[src/rtl/mvm_ctrl.sv]
// Load/start/wait/drain controller that feeds weights and x operands to an MVM
// and streams back its result. Optional timeout watchdog: MVMCTRL_TIMEOUT_EN.
module mvm_ctrl #(
  parameter int NUM_BIT    = 16,
  parameter int NUM_VECTOR = 4,
  parameter int DIM        = 4
) (
  input  logic                              i_clk_mvmCtrl,
  input  logic                              i_rst_n_mvmCtrl,
  input  logic                              i_in_valid,
  output logic                              o_in_ready,
  input  logic [NUM_BIT-1:0]                i_in_data,
  output logic                              o_start_topMvm,
  output logic [NUM_VECTOR*DIM*NUM_BIT-1:0] o_x_vectors,
  output logic [NUM_VECTOR*NUM_BIT-1:0]     o_wts,
  input  logic [DIM*NUM_BIT-1:0]            i_y_vector,
  input  logic                              i_isAcc,
  output logic                              o_out_valid,
  input  logic                              i_out_ready,
  output logic [NUM_BIT-1:0]                o_out_data,
  output logic                              o_busy,
  output logic [23:0]                       o_cycles,
  output logic                              o_err
);

  localparam int LD_N = NUM_VECTOR * (DIM + 1);
  localparam int LD_W = (LD_N > 1) ? $clog2(LD_N) : 1;
  localparam int K_W  = (DIM > 1) ? $clog2(DIM) : 1;

  typedef enum logic [2:0] {
    S_LOAD,
    S_START,
    S_WAIT_HI,
    S_WAIT_LO,
    S_DRAIN
  } state_t;

  state_t                            r_state;
  state_t                            w_next;
  logic [LD_W-1:0]                   r_ld_idx;
  logic [K_W-1:0]                    r_k;
  logic [NUM_VECTOR*NUM_BIT-1:0]     r_wts;
  logic [NUM_VECTOR*DIM*NUM_BIT-1:0] r_x;
  logic [DIM*NUM_BIT-1:0]            r_ybuf;
  logic [23:0]                       r_cycles;

  logic w_accept;
  logic w_ld_last;
  logic w_k_last;
  logic w_in_wait;
  logic w_timeout;

  assign w_accept  = (r_state == S_LOAD) && i_in_valid;
  assign w_ld_last = (r_ld_idx == LD_W'(LD_N - 1));
  assign w_k_last  = (r_k == K_W'(DIM - 1));
  assign w_in_wait = (r_state == S_WAIT_HI) || (r_state == S_WAIT_LO);

`ifdef MVMCTRL_TIMEOUT_EN
  logic r_err;

  // Fires on the cycle whose increment brings the count to 16'hFFFF.
  assign w_timeout = w_in_wait && (r_cycles == 24'h00FFFE);
  assign o_err     = r_err;

  always_ff @(posedge i_clk_mvmCtrl or negedge i_rst_n_mvmCtrl) begin
    if (!i_rst_n_mvmCtrl) begin
      r_err <= 1'b0;
    end else if (w_timeout) begin
      r_err <= 1'b1;
    end
  end
`else
  assign w_timeout = 1'b0;
  assign o_err     = 1'b0;
`endif

  // NOTE: state and datapath registers use non-blocking assignments only, so
  // every flop samples the pre-edge values regardless of statement order.
  always_ff @(posedge i_clk_mvmCtrl or negedge i_rst_n_mvmCtrl) begin
    if (!i_rst_n_mvmCtrl) begin
      r_state <= S_LOAD;
    end else begin
      r_state <= w_next;
    end
  end

  // NOTE: every output of this block gets a default first, so no path through
  // the case statement can leave a value unassigned and infer a latch.
  always_comb begin
    w_next         = r_state;
    o_in_ready     = 1'b0;
    o_start_topMvm = 1'b0;
    o_out_valid    = 1'b0;
    o_busy         = 1'b1;
    case (r_state)
      S_LOAD: begin
        o_in_ready = 1'b1;
        o_busy     = 1'b0;
        if (w_accept && w_ld_last) w_next = S_START;
      end
      S_START: begin
        o_start_topMvm = 1'b1;
        w_next         = S_WAIT_HI;
      end
      S_WAIT_HI: begin
        if (w_timeout)    w_next = S_LOAD;
        else if (i_isAcc) w_next = S_WAIT_LO;
      end
      S_WAIT_LO: begin
        if (w_timeout)     w_next = S_LOAD;
        else if (!i_isAcc) w_next = S_DRAIN;
      end
      S_DRAIN: begin
        o_out_valid = 1'b1;
        if (i_out_ready && w_k_last) w_next = S_LOAD;
      end
      default: w_next = S_LOAD;
    endcase
  end

  // NOTE: the operand and result buffers are reset along with the control
  // state so an aborted job never leaves stale operands on the MVM inputs.
  always_ff @(posedge i_clk_mvmCtrl or negedge i_rst_n_mvmCtrl) begin
    if (!i_rst_n_mvmCtrl) begin
      r_ld_idx <= '0;
      r_k      <= '0;
      r_wts    <= '0;
      r_x      <= '0;
      r_ybuf   <= '0;
      r_cycles <= '0;
    end else begin
      if (w_accept) begin
        if (int'(r_ld_idx) < NUM_VECTOR) begin
          r_wts[int'(r_ld_idx)*NUM_BIT +: NUM_BIT] <= i_in_data;
        end else begin
          // x words arrive j-outer, i-inner, which is exactly the flat order.
          r_x[(int'(r_ld_idx) - NUM_VECTOR)*NUM_BIT +: NUM_BIT] <= i_in_data;
        end
        r_ld_idx <= w_ld_last ? '0 : r_ld_idx + 1'b1;
      end

      if (r_state == S_START) begin
        r_cycles <= '0;
      end else if (w_in_wait && (r_cycles != 24'hFFFFFF)) begin
        r_cycles <= r_cycles + 24'd1;
      end

      if ((r_state == S_WAIT_LO) && (w_next == S_DRAIN)) begin
        r_ybuf <= i_y_vector;
      end

      if ((r_state == S_DRAIN) && i_out_ready) begin
        r_k <= w_k_last ? '0 : r_k + 1'b1;
      end
    end
  end

  assign o_wts       = r_wts;
  assign o_x_vectors = r_x;
  assign o_cycles    = r_cycles;
  assign o_out_data  = r_ybuf[int'(r_k)*NUM_BIT +: NUM_BIT];

endmodule

[config.mk]
export PLATFORM = sky130hd
export DESIGN_NAME = mvm_ctrl
export DESIGN_NICKNAME = d
export VERILOG_FILES = /design/src/rtl/mvm_ctrl.sv
export SDC_FILE = /design/constraint.sdc
export NUM_CORES = 1
export LEC_CHECK = 0
export CORE_AREA = 2 2 185 187
export DETAILED_ROUTE_END_ITERATION = 16
export DIE_AREA = 0 0 187 189
export PLACE_DENSITY = 0.85
export SETUP_SLACK_MARGIN = 0.4
export SYNTH_ARGS = -nofsm -noshare
export SYNTH_HDL_FRONTEND = slang
export SYNTH_SLANG_ARGS = --single-unit
[constraint.sdc]
create_clock -name i_clk_mvmCtrl -period 7.3 [get_ports i_clk_mvmCtrl]
set_input_delay 2.19 -clock i_clk_mvmCtrl [delete_from_list [all_inputs] [get_ports i_clk_mvmCtrl]]
set_output_delay 2.19 -clock i_clk_mvmCtrl [all_outputs]
set_load 0.01 [all_outputs]
* Word level (Yosys, flattened, before mapping)
Cells that the tools add are included.
** Word-level totals
- Bits of input ports :: 85
- Output and inout port bits :: 365
- Bits in registers :: 418
** Operators by class
- Order comparisons :: 1
- Bitwise operators :: 1
- Reductions and logical operators :: 11
- Multiplexer cells :: 15
- Shifts and indexed selects :: 5
- Eq/ne operators :: 8
- Add/subtract/negate cells :: 6
** Operator list (count)
- $bwmux W256 :: 1
- $shift A16 B33 Y256 const A :: 1
- $shiftx A16 B33 Y256 :: 1
- $bwmux W64 :: 1
- $shift A16 B33 Y64 const A :: 1
- $shiftx A16 B33 Y64 :: 1
- $shiftx A64 B7 Y16 :: 1
- $mux W24 :: 2
- $neg A10 Y33 :: 1
- $neg A9 Y33 :: 1
- $add A24 B1 Y24 const B :: 1
- $ne A24 B24 Y1 const B :: 1
- $pmux W3 S5 :: 1
- $mux W3 :: 4
- $eq A3 B2 Y1 const B :: 2
- $eq A3 B3 Y1 const B :: 2
- $logic_and A1 B1 Y1 :: 6
- $sub A5 B3 Y6 const B :: 1
- $add A5 B1 Y5 const B :: 1
- $eq A5 B5 Y1 const B :: 1
- $lt A5 B3 Y1 const B :: 1
- $mux W5 :: 1
- $mux W1 :: 4
- $reduce_and A2 Y1 :: 2
- 8 further kinds :: 8

* Depth between registers and ports, before layout
Gate-level depths: netlist of the first run.
- Word-level depth :: 7
- Gate-level depth with buffers :: 13
- Mapped depth without buffers :: 11

* Least setup slack after synthesis of the first run
No wires, ideal clock.
- Path type :: register -> output
- From :: reg r_k[0]
- To :: out o_out_data[10]
- Setup slack :: 3209 ps
- Cell stages (with the launch flop) :: 4
- Buffers on the path :: 2
- Arrival time :: 1901 ps
- Data required time :: 5110 ps
- Cell sequence :: dfrtp_1 clkbuf_1 clkbuf_1 mux4_2
** On the way
- Cells in the longest elaborated chain, start to end :: 1
** RTL lines
- from (decl) :: RTL line 41 : logic [K_W-1:0] r_k;
- from (signal assigned) :: RTL line 153 : r_k <= w_k_last ? '0 : r_k + 1'b1;
- $shiftx A64 B7 Y16 :: RTL line 161 : assign o_out_data = r_ybuf[int'(r_k)*NUM_BIT +: NUM_BIT];
- to (decl) :: RTL line 20 : output logic [NUM_BIT-1:0] o_out_data,
No other way between the ends.

* Worst setup path after layout of the first run
- From :: reg r_ld_idx[2]
- To :: reg r_x[163] (netlist: o_x_vectors[163])
** On the way
- Cells in the longest elaborated chain, start to end :: 4
- Elaborated cells between the ends (all ways) :: 8
- Those cells by class :: add/sub (2); order compare (1); shift (2); mux (1); bitwise (1); reduce/logical (1)
** RTL lines
- from (decl) :: RTL line 40 : logic [LD_W-1:0] r_ld_idx;
- from (signal assigned) :: RTL line 139 : r_ld_idx <= w_ld_last ? '0 : r_ld_idx + 1'b1;
- $sub A5 B3 Y6 :: RTL line 137 : r_x[(int'(r_ld_idx) - NUM_VECTOR)*NUM_BIT +: NUM_BIT] <= i_in_data;
- $neg A10 Y33 :: RTL line 137
- $shiftx A16 B33 Y256 or $shift A16 B33 Y256 (tied branches) :: RTL line 137
- $bwmux W256 :: RTL line 137
- to (signal, indexed assignment) :: RTL line 137
- to (decl) :: RTL line 43 : logic [NUM_VECTOR*DIM*NUM_BIT-1:0] r_x;
Several ways; a longest one is shown, not always the timed one.
A chain may end at the register's enable or synchronous reset.

==> results of run 1 <==
## tightest hold or removal path, cell delays in order (launching register included)
cell	delay, ns
dfrtp_1	0.34
nand2_1	0.04
o21ai_0	0.06
## routing by layer
metal	up-vias	share of wire [%]	track usage (%)	wire, um
li1	5593	-	-	-
met1	6541	37	36.6	19600
met2	648	49	50.2	25700
met3	138	9.4	7.95	4980
met4	2	4.6	12.4	2410
met5	-	0.025	0	13
## final timing paths
kind                                                   start                           end  slack, ns  depth (start not counted)
worst max-delay path                 r_ld_idx[2]$_DFFE_PN0P_  o_x_vectors[163]$_DFFE_PN0P_       2.22                         11
worst min-delay path            o_x_vectors[240]$_DFFE_PN0P_  o_x_vectors[240]$_DFFE_PN0P_       0.48                          2
worst max register to register       r_ld_idx[2]$_DFFE_PN0P_  o_x_vectors[163]$_DFFE_PN0P_       2.22                         11
worst min register to register  o_x_vectors[240]$_DFFE_PN0P_  o_x_vectors[240]$_DFFE_PN0P_       0.48                          2
max in group asynchronous                    i_rst_n_mvmCtrl  o_x_vectors[233]$_DFFE_PN0P_       4.18                          2
min in group asynchronous                    i_rst_n_mvmCtrl   o_x_vectors[96]$_DFFE_PN0P_       1.62                          1
## cell usage after synthesis (4+ instances only)
| cell type | n | area [um^2] |
|---|---|---|
| dfrtp_1 | 418 | 10500 |
| nand2_1 | 218 | 818 |
| o21ai_0 | 161 | 806 |
| mux2_2 | 153 | 1720 |
| mux2_4 | 80 | 1200 |
| clkbuf_1 | 44 | 165 |
| nor2_1 | 27 | 101 |
| nor2b_1 | 19 | 119 |
| ha_1 | 16 | 200 |
| mux4_2 | 16 | 360 |
| inv_1 | 14 | 52.6 |
| nand3_1 | 14 | 70.1 |
| nand4_1 | 13 | 81.3 |
| and2_1 | 10 | 62.6 |
| and3_1 | 10 | 62.6 |
| buf_6 | 10 | 113 |
| o2111ai_1 | 9 | 78.8 |
| a21oi_1 | 8 | 40.0 |
| buf_2 | 8 | 40.0 |
| xnor2_1 | 8 | 70.1 |
| nor4_1 | 6 | 37.5 |
| a211oi_1 | 5 | 37.5 |
| nand4_4 | 5 | 106 |
| a31o_2 | 4 | 35.0 |
| and4_1 | 4 | 35.0 |
| buf_1 | 4 | 15.0 |
## through the flow
step,worst slack (ns),area (um^2)
after floorplan,3.21,17500
after global placement,2.08,22300
after detailed placement,1.98,22300
after CTS,2.26,23900
after global routing,1.96,23900
final,2.22,23900
## final cells by class
class / instances / area [um^2] / area share [%]
timing repair buffer: 462 / 4620 / 19.4
inverter: 14 / 52.6 / 0.220
sequential: 418 / 10500 / 43.8
clock buffer: 55 / 1180 / 4.95
tap: 448 / 561 / 2.35
multi-input combinational: 841 / 6610 / 27.7
clock inverter: 22 / 393 / 1.65
## cells by family (layout without fill, tap and decap cells)
| group | Yosys count | in the layout | synth area share [%] |
|---|---|---|---|
| multiplexers | 252 | 252 | 19.0 |
| other | 1 | 1 | 0.0215 |
| buffers and inverters | 84 | 553 | 2.57 |
| adder cells (fa/ha/maj) | 16 | 16 | 1.15 |
| flip-flops | 418 | 418 | 59.9 |
| AND/OR/NAND/NOR | 357 | 357 | 10.3 |
| XOR/XNOR | 11 | 11 | 0.552 |
| AO/OA/AOI/OAI | 204 | 204 | 6.51 |
## state kept, by name, summed over array words and instances, names as in the netlist
signal	count
o_x_vectors	256
o_wts	64
r_ybuf	64
o_cycles	24
r_ld_idx	5
r_state	3
r_k	2
## power by group
part | internal (mW) | total, mW | switching, mW
clock | 1.51 | 2.45 | 0.940
combinational | 0.883 | 2.02 | 1.14
sequential | 2.60 | 2.82 | 0.220
total | 4.99 | 7.29 | 2.29
==> run_results.csv, run 1 <==
group,metric,value,unit
clocking,postCtsHoldBufs,0,
logic_synthesis,ys_warn_count,0,
sta,slew_viol_final,0,
sta,skew,0.0214,ns
logic_synthesis,synth_edf_count,0,
critical_path,critPathRequiredTime,7.72,ns
logic_synthesis,synth_cells,1343,
floorplan,coreArea,33300,um^2
global_route,grtUsageTotal,29.8,%
clocking,numCtsBuffers,43,
logic_synthesis,ys_seq_area_share,59.9,%
critical_path,cp_slowest_cell,"and4bb_1",
sta,finalCritPeriodShare,69.5,%
global_route,grt_pass1_wl,81100,um
critical_path,path_cells,"inv_1, ha_1, ha_1, nand3_1, inv_1, ha_1, nand4bb_1, nor4_4, o21ai_0, and4bb_1, mux2_2",
critical_path,cp.arrival,5.49,ns
logic_synthesis,synth_nets,1444,
cells_and_area,instances_no_fill,2260,
global_route,grt_max_degree,176,
floorplan,die_w,187,um
floorplan,ios,450,
floorplan,num_rows,67,
sta,hold_ws,0.481,ns
place,place.gp.congestion,0.866,
critical_path,path_class,"reg -> reg",
clocking,path_clk_slew,0.06,ns
logic_synthesis,synthArstFlopShare,100,%
cells_and_area,drive_above_1_share,20.1,%
critical_path,end_kind,"flop",
cells_and_area,final_util,71.7,%
cells_and_area,num-fill-cells,2130,
place,dp_hpwl,36100,um
routing,drt-pass1-iter-count,7,
sta,tns,0,ns
pwr,power,7.29,mW
sta,setup_viol,0,
global_route,grt_pass1_vias,13200,
logic_synthesis,synthesis.area,17500,um^2
run_status,status,"finished clean",
floorplan,start_util,52.5,%
clocking,clockRootBuffer,"clkbuf_16",
critical_path,crit_family,"simple AND/OR/NAND/NOR gates",
sta,rsz0062_at_grt,"no",
clocking,cts_resized,0,
clocking,clock_sinks,418,
routing,wirelength,52700,um
place,io_buffers,448,
cells_and_area,final_common_cell,"clkdlybuf4s50_1",
cells_and_area,antenna_cells,0,
clocking,cts_setup_buffers,0,
logic_synthesis,syn_avg_cell_area,13.0,um^2
sta,hold_violations,0,
cells_and_area,nets,1881,
critical_path,cpPeakStageDelay,1.04,ns
place,placedCellCount,2183,
pwr,p_leak,10.8,nW
clocking,cts_tree,"yes",
floorplan,dieArea,35300,um^2
cells_and_area,layout_common_cells,"447 x clkdlybuf4s50_1, 418 x dfrtp_1, 218 x nand2_1",
flow_run,cap_violations,0,
critical_path,cp-start-kind,"flop",
routing,drtIter0Drc,827,
critical_path,cp_num_buf_inv,2,
routing,vias,12900,
global_route,antenna_found_initial,1,
logic_synthesis,synth_ff_type,"dfrtp_1",
clocking,clockBufferDepth,3,
sta,period_needed,5.08,ns
critical_path,cpMostUsedCell,"ha_1",
global_route,grt-ovfl-total,0,
routing,drcViolationCount,0,
pwr,vdd_drop_max,0.000285,V
sta,max_slew.worst_pin.slew,1.30,ns
clocking,htreeDepth,2,
floorplan,die_h,189,um
clocking,clk_latency,0.55,ns
routing,via_per_inst,5.72,
critical_path,crit_fanout,24,
cells_and_area,area_growth,36.7,%
sta,maxSlewHeadroom,13.3,%
pwr,power.density,305,nW/um^2
min_path,hp-class,"reg -> reg",
routing,drtAntennaViolNets,0,
routing,wl_per_cell,23.3,um
logic_synthesis,synthDistinctLibCells,61,
logic_synthesis,synth.ff_latch_count,418,
sta,fmax,197,MHz
Power figures use the tool's default switching activity.
==> inputs of run 2 (changes only) <==
CORE_AREA = 2 2 192 194   (was 2 2 185 187)
DIE_AREA = 0 0 194 196   (was 0 0 187 189)
PLACE_DENSITY = 0.8   (was 0.85)
clock period = 4.9 ns   (was 7.3 ns; I/O delays follow)
==> run 2 against run 1 <==
  * Global-route usage is 2.8 points lower
  * Sequential cell count unchanged
  * Final cell count up 1.6%
  * Final area is 0.16% lower
  * Clock power is 27% higher
  * Count of clock-buffer cells in the layout up 10
  * Sequential power rose by 49%
  * Via count down 1.5%
  * Worst hold slack worse by 0.0020 ns
  * Total power rose by 42%
  * Critical path type is now reg -> out
  * Largest cell class unchanged
==> run_results.csv, run 2 (synthesis gave the netlist of run 1 again) <==
group,metric,value,unit
global_route,antenna_found_initial,0,
global_route,grt_pass1_wl,78900,um
clocking,htreeDepth,2,
cells_and_area,antenna_cells,0,
critical_path,cp.arrival,2.81,ns
min_path,hp-class,"reg -> reg",
critical_path,crit_fanout,21,
sta,max_slew.worst_pin.slew,1.00,ns
place,place.gp.congestion,0.854,
global_route,grt-ovfl-total,0,
routing,wl_per_cell,22.5,um
critical_path,reg2reg_to,"o_x_vectors[235]$_DFFE_PN0P_",
critical_path,r2r_setup_slack,0.81,ns
floorplan,die_w,194,um
routing,drt-pass1-iter-count,7,
sta,hold_ws,0.479,ns
global_route,grt_pass1_vias,12900,
critical_path,cpPeakStageDelay,0.66,ns
sta,skew,0.0149,ns
cells_and_area,final_common_cell,"clkdlybuf4s50_1",
place,dp_hpwl,36800,um
sta,rsz0062_at_grt,"no",
critical_path,critPathRequiredTime,3.43,ns
floorplan,ios,450,
routing,via_per_inst,5.54,
sta,setup_viol,0,
sta,fmax,234,MHz
sta,slew_viol_final,0,
clocking,postCtsHoldBufs,0,
critical_path,crit_end,"o_start_topMvm",
place,io_buffers,448,
routing,wirelength,51600,um
clocking,clock_sinks,418,
cells_and_area,regArea,10500,um^2
critical_path,cp_slowest_cell,"clkdlybuf4s50_1",
critical_path,path_class,"reg -> out",
cells_and_area,nets,1900,
run_status,status,"finished clean",
critical_path,cp-start-kind,"flop",
sta,layout_setup_ws,0.620,ns
clocking,path_clk_slew,0.06,ns
floorplan,start_util,48.4,%
global_route,grt_max_degree,116,
cells_and_area,layout_common_cells,"447 x clkdlybuf4s50_1, 418 x dfrtp_1, 218 x nand2_1",
flow_run,cap_violations,0,
clocking,cts_resized,0,
routing,drcViolationCount,0,
cells_and_area,drive_above_1_share,20.5,%
floorplan,num_rows,70,
critical_path,reg2reg_depth,10,
pwr,p_leak,10.8,nW
clocking,clockBufferDepth,3,
cells_and_area,num-fill-cells,2615,
routing,drtAntennaViolNets,0,
clocking,cts_tree,"yes",
cells_and_area,largest_register_ffs,256,
place,post-place-ws,0.678,ns
routing,drtIter0Drc,615,
floorplan,coreArea,36100,um^2
sta,tns,0,ns
pwr,power.density,433,nW/um^2
sta,finalCritPeriodShare,87.4,%
sta,period_needed,4.28,ns
global_route,grtUsageTotal,27.1,%
clocking,clockRootBuffer,"clkbuf_16",
critical_path,path_cells,"nor2_1, nand2_1, inv_1, clkdlybuf4s50_1",
clocking,numCtsBuffers,43,
sta,maxSlewHeadroom,32.1,%
clocking,cts_setup_buffers,0,
cells_and_area,area_growth,36.5,%
routing,vias,12700,
pwr,vdd_drop_max,0.000413,V
critical_path,r2r-start,"r_ld_idx[2]$_DFFE_PN0P_",
clocking,clk_latency,0.56,ns
floorplan,die_h,196,um
critical_path,end_kind,"output pin",
floorplan,dieArea,38000,um^2
critical_path,startpoint,"r_state[2]$_DFF_PN0_",
cells_and_area,multi_input_area,6610,um^2
sta,hold_violations,0,
run 2: changes by cell type in the layout (fill, tap and decap cells not counted), sizes merged:
cell / delta
buf: +19
clkinvlp: +3
bufinv: -10
clkbuf: +10
inv: +1
clkinv: -6
run 2: how the worst min path moves through the flow:
| stage | startpoint | endpoint | slack, ns | depth (start not counted) |
|---|---|---|---|---|
| after floorplan | r_ybuf[32]$_DFFE_PN0P_ | r_ybuf[32]$_DFFE_PN0P_ | 0.48 | 1 |
| after global placement | o_x_vectors[92]$_DFFE_PN0P_ | o_x_vectors[92]$_DFFE_PN0P_ | 0.46 | 2 |
| after detailed placement | o_x_vectors[188]$_DFFE_PN0P_ | o_x_vectors[188]$_DFFE_PN0P_ | 0.47 | 2 |
| after CTS | o_x_vectors[188]$_DFFE_PN0P_ | o_x_vectors[188]$_DFFE_PN0P_ | 0.48 | 2 |
| after global routing | o_x_vectors[50]$_DFFE_PN0P_ | o_x_vectors[50]$_DFFE_PN0P_ | 0.51 | 2 |
| final | o_x_vectors[188]$_DFFE_PN0P_ | o_x_vectors[188]$_DFFE_PN0P_ | 0.48 | 2 |
run 2: cell type report:
| class | instances | area share, % |
|---|---|---|
| multi-input cells | 841 | 27.7 |
| inverters | 14 | 0.220 |
| well taps | 468 | 2.46 |
| flip-flops and latches | 418 | 43.9 |
| clock buffers | 65 | 5.24 |
| clock inverters | 10 | 0.346 |
| repair buffers | 481 | 20.1 |
run 2: metal layers:
| metal | vias to the layer above | track usage (%) | routed length [um] | share of wire [%] |
|---|---|---|---|---|
| li1 | 5640 | - | - | - |
| met1 | 6453 | 34.2 | 20600 | 40 |
| met2 | 522 | 44.6 | 24900 | 48 |
| met3 | 112 | 7.34 | 4010 | 7.8 |
| met4 | 0 | 10.8 | 2120 | 4.1 |
| met5 | - | 0 | 0 | 0 |
run 2: critical path: cells and delay by family, from the launching register on:
kind	cells	cell delay, ns
buf+inv	2	1.29
simple gates	2	0.47
flops	1	0.49
run 2: where the power goes:
group / switching (mW) / total [mW] / leakage [nW] / internal, mW
clock network: 1.34 / 3.11 / 0.641 / 1.77
registers: 0.310 / 4.19 / 5.69 / 3.88
logic: 1.67 / 3.02 / 4.45 / 1.35
total: 3.32 / 10.3 / 10.8 / 7.00
run 2: per-stage QoR:
stage	instances	area, um^2	power [mW]	util [%]
CTS	2297	23800	10.4	66.1
floorplan	1343	17500	5.85	-
global placement	2222	22500	7.14	62.4
finish	2297	23800	10.3	66.1
global route	2297	23800	10.8	66.1
detailed placement	2222	22500	7.26	62.4
==> inputs of run 3 (changes only) <==
CTS_CLUSTER_SIZE = 16   (was not set)
SLEW_MARGIN = 20   (was not set)
clock period = 4.42 ns   (was 4.9 ns; I/O delays follow)
==> run 3 against run 2 <==
  * Combinational power grew 11%
  * Clock power rose by 25%
  * Utilization rose by 0.94 points
  * Register-to-register slack worse by 0.20 ns
  * Highest routed layer unchanged
  * First-iteration DRC count stayed put
  * Total power is 15% higher
  * Final area is 1.4% higher
  * Largest power group unchanged
  * Die area unchanged
  * Wire length rose by 1.3%
  * Final cell count up 0.87%
  * Critical path depth grew 7
==> run_results.csv, run 3 (synthesis gave the netlist of run 1 again) <==
group,metric,value,unit
global_route,grt-ovfl-total,0,
floorplan,dieArea,38000,um^2
routing,via_per_inst,5.49,
global_route,grt_pass1_vias,13100,
routing,wirelength,52300,um
clocking,clockRootBuffer,"clkbuf_16",
sta,setup_viol,0,
routing,wl_per_cell,22.6,um
sta,tns,0,ns
cells_and_area,final_util,67.0,%
critical_path,cpPeakStageDelay,0.65,ns
sta,rsz0062_at_grt,"no",
cells_and_area,drive_above_1_share,21.8,%
clocking,postCtsHoldBufs,0,
place,placedCellCount,2231,
pwr,p_sw_share,31.6,%
cells_and_area,nets,1914,
floorplan,num_rows,70,
run_status,status,"finished clean",
pwr,p_leak,11.0,nW
place,io_buffers,448,
cells_and_area,final_common_cell,"clkdlybuf4s50_1",
clocking,path_clk_slew,0.06,ns
sta,period_needed,3.81,ns
clocking,clk_latency,0.57,ns
pwr,power.density,492,nW/um^2
pwr,clkPwrFrac,32.7,%
routing,drcViolationCount,0,
cells_and_area,multi_input_area,6610,um^2
cells_and_area,largest_register_ffs,256,
cells_and_area,layout_common_cells,"447 x clkdlybuf4s50_1, 417 x dfrtp_1, 218 x nand2_1",
clocking,numCtsBuffers,44,
pwr,power,11.9,mW
clocking,htreeDepth,2,
routing,drt-pass1-iter-count,5,
clocking,clock_sinks,418,
sta,hold_ws,0.478,ns
cells_and_area,antenna_cells,0,
critical_path,cp.arrival,4.26,ns
flow_run,cap_violations,0,
min_path,hp-class,"reg -> reg",
routing,vias,12700,
place,dpl-instance-area,22500,um^2
routing,drtIter0Drc,615,
critical_path,cp_slowest_cell,"dfrtp_1",
pwr,p_int,8.13,mW
sta,hold_violations,0,
cells_and_area,instances_no_fill,2317,
floorplan,start_util,48.4,%
floorplan,coreArea,36100,um^2
sta,maxSlewHeadroom,35.1,%
pwr,vdd_drop_max,0.000508,V
global_route,antenna_found_initial,0,
cells_and_area,regArea,10500,um^2
floorplan,ios,450,
cells_and_area,stdcell_area,24200,um^2
sta,finalCritPeriodShare,86.2,%
sta,fmax,262,MHz
sta,slew_viol_final,0,
pwr,switchingPower,3.75,mW
critical_path,cp-start-kind,"flop",
cells_and_area,num-fill-cells,2557,
critical_path,crit_fanout,16,
floorplan,die_w,194,um
sta,layout_setup_ws,0.609,ns
clocking,cts_tree,"yes",
place,place.gp.congestion,0.859,
pwr,sequentialPowerShare,39.0,%
global_route,grtUsageTotal,27.4,%
critical_path,end_kind,"flop",
pwr,comb_power_share,28.3,%
clocking,clockBufferDepth,3,
place,post-place-ws,0.543,ns
critical_path,critPathRequiredTime,4.87,ns
sta,skew,0.0115,ns
critical_path,path_cells,"inv_1, ha_1, nand4_1, ha_1, or4b_4, nor3_4, buf_4, o21ai_0, and4bb_1, buf_4, mux2_2",
global_route,grt_max_degree,92,
cells_and_area,area_growth,38.4,%
routing,drtAntennaViolNets,0,
place,dp_hpwl,37300,um
sta,max_slew.worst_pin.slew,0.959,ns
critical_path,path_class,"reg -> reg",
global_route,grt_pass1_wl,79800,um
floorplan,die_h,196,um
==> run 3: cell types whose count changed in the layout (fill, tap and decap cells not counted), moves of 2 or more <==
cell,change
buf_4,+11
clkbuf_1,-8
clkinv_2,+7
bufinv_16,+4
clkbuf_16,+3
buf_12,+2
clkbuf_8,+2
==> run 3: final cells by class <==
type | instances | area share [%]
flip-flops and latches | 418 | 43.3
multi-input cells | 841 | 27.3
repair buffers | 494 | 20.4
clock buffers | 62 | 5.47
well taps | 468 | 2.42
clock inverters | 20 | 0.932
inverters | 14 | 0.217
==> run 3: worst max-delay path, delay by kind of cell (launching register included) <==
family	cells	cell delay, ns
AOI/OAI and AO/OA	1	0.14
adders and majority gates	2	0.58
buffers and inverters	3	0.72
DFF	1	0.65
muxes	1	0.38
and+or+nand+nor	4	1.20
==> run 3: per-layer routing <==
metal | part of all wire (%) | track usage, %
met1 | 39 | 34.4
met2 | 48 | 44.7
met3 | 8.9 | 8.54
met4 | 4.0 | 10.9
met5 | 0 | 0
==> run 3: final timing paths <==
path / start / to / slack [ns] / depth (start not counted)
max in group asynchronous: i_rst_n_mvmCtrl / o_x_vectors[168]$_DFFE_PN0P_ / 2.57 / 3
max: r_ld_idx[0]$_DFFE_PN0P_ / o_x_vectors[163]$_DFFE_PN0P_ / 0.61 / 11
max reg2reg: r_ld_idx[0]$_DFFE_PN0P_ / o_x_vectors[163]$_DFFE_PN0P_ / 0.61 / 11
min in group asynchronous: i_rst_n_mvmCtrl / r_ybuf[15]$_DFFE_PN0P_ / 0.75 / 1
min reg2reg: o_x_vectors[185]$_DFFE_PN0P_ / o_x_vectors[185]$_DFFE_PN0P_ / 0.48 / 2
min: o_x_vectors[185]$_DFFE_PN0P_ / o_x_vectors[185]$_DFFE_PN0P_ / 0.48 / 2
==> run 3: power groups by stage <==
| stage | Sequential, mW | Combinational (mW) | Clock, mW |
|---|---|---|---|
| 3_5_place_dp | 4.71 | 3.33 | 0 |
| 2_1_floorplan | 4.63 | 1.85 | 0 |
| 4_1_cts | 4.64 | 3.36 | 3.95 |
| 5_1_grt | 4.70 | 3.61 | 4.13 |
| 6_report | 4.64 | 3.36 | 3.89 |
| 3_3_place_gp | 4.67 | 3.26 | 0 |
==> run 3: what timing repair did <==
action,CTS,global route
gates resized for setup,0,1
endpoints found under the setup margin,0,102
setup buffers,0,4
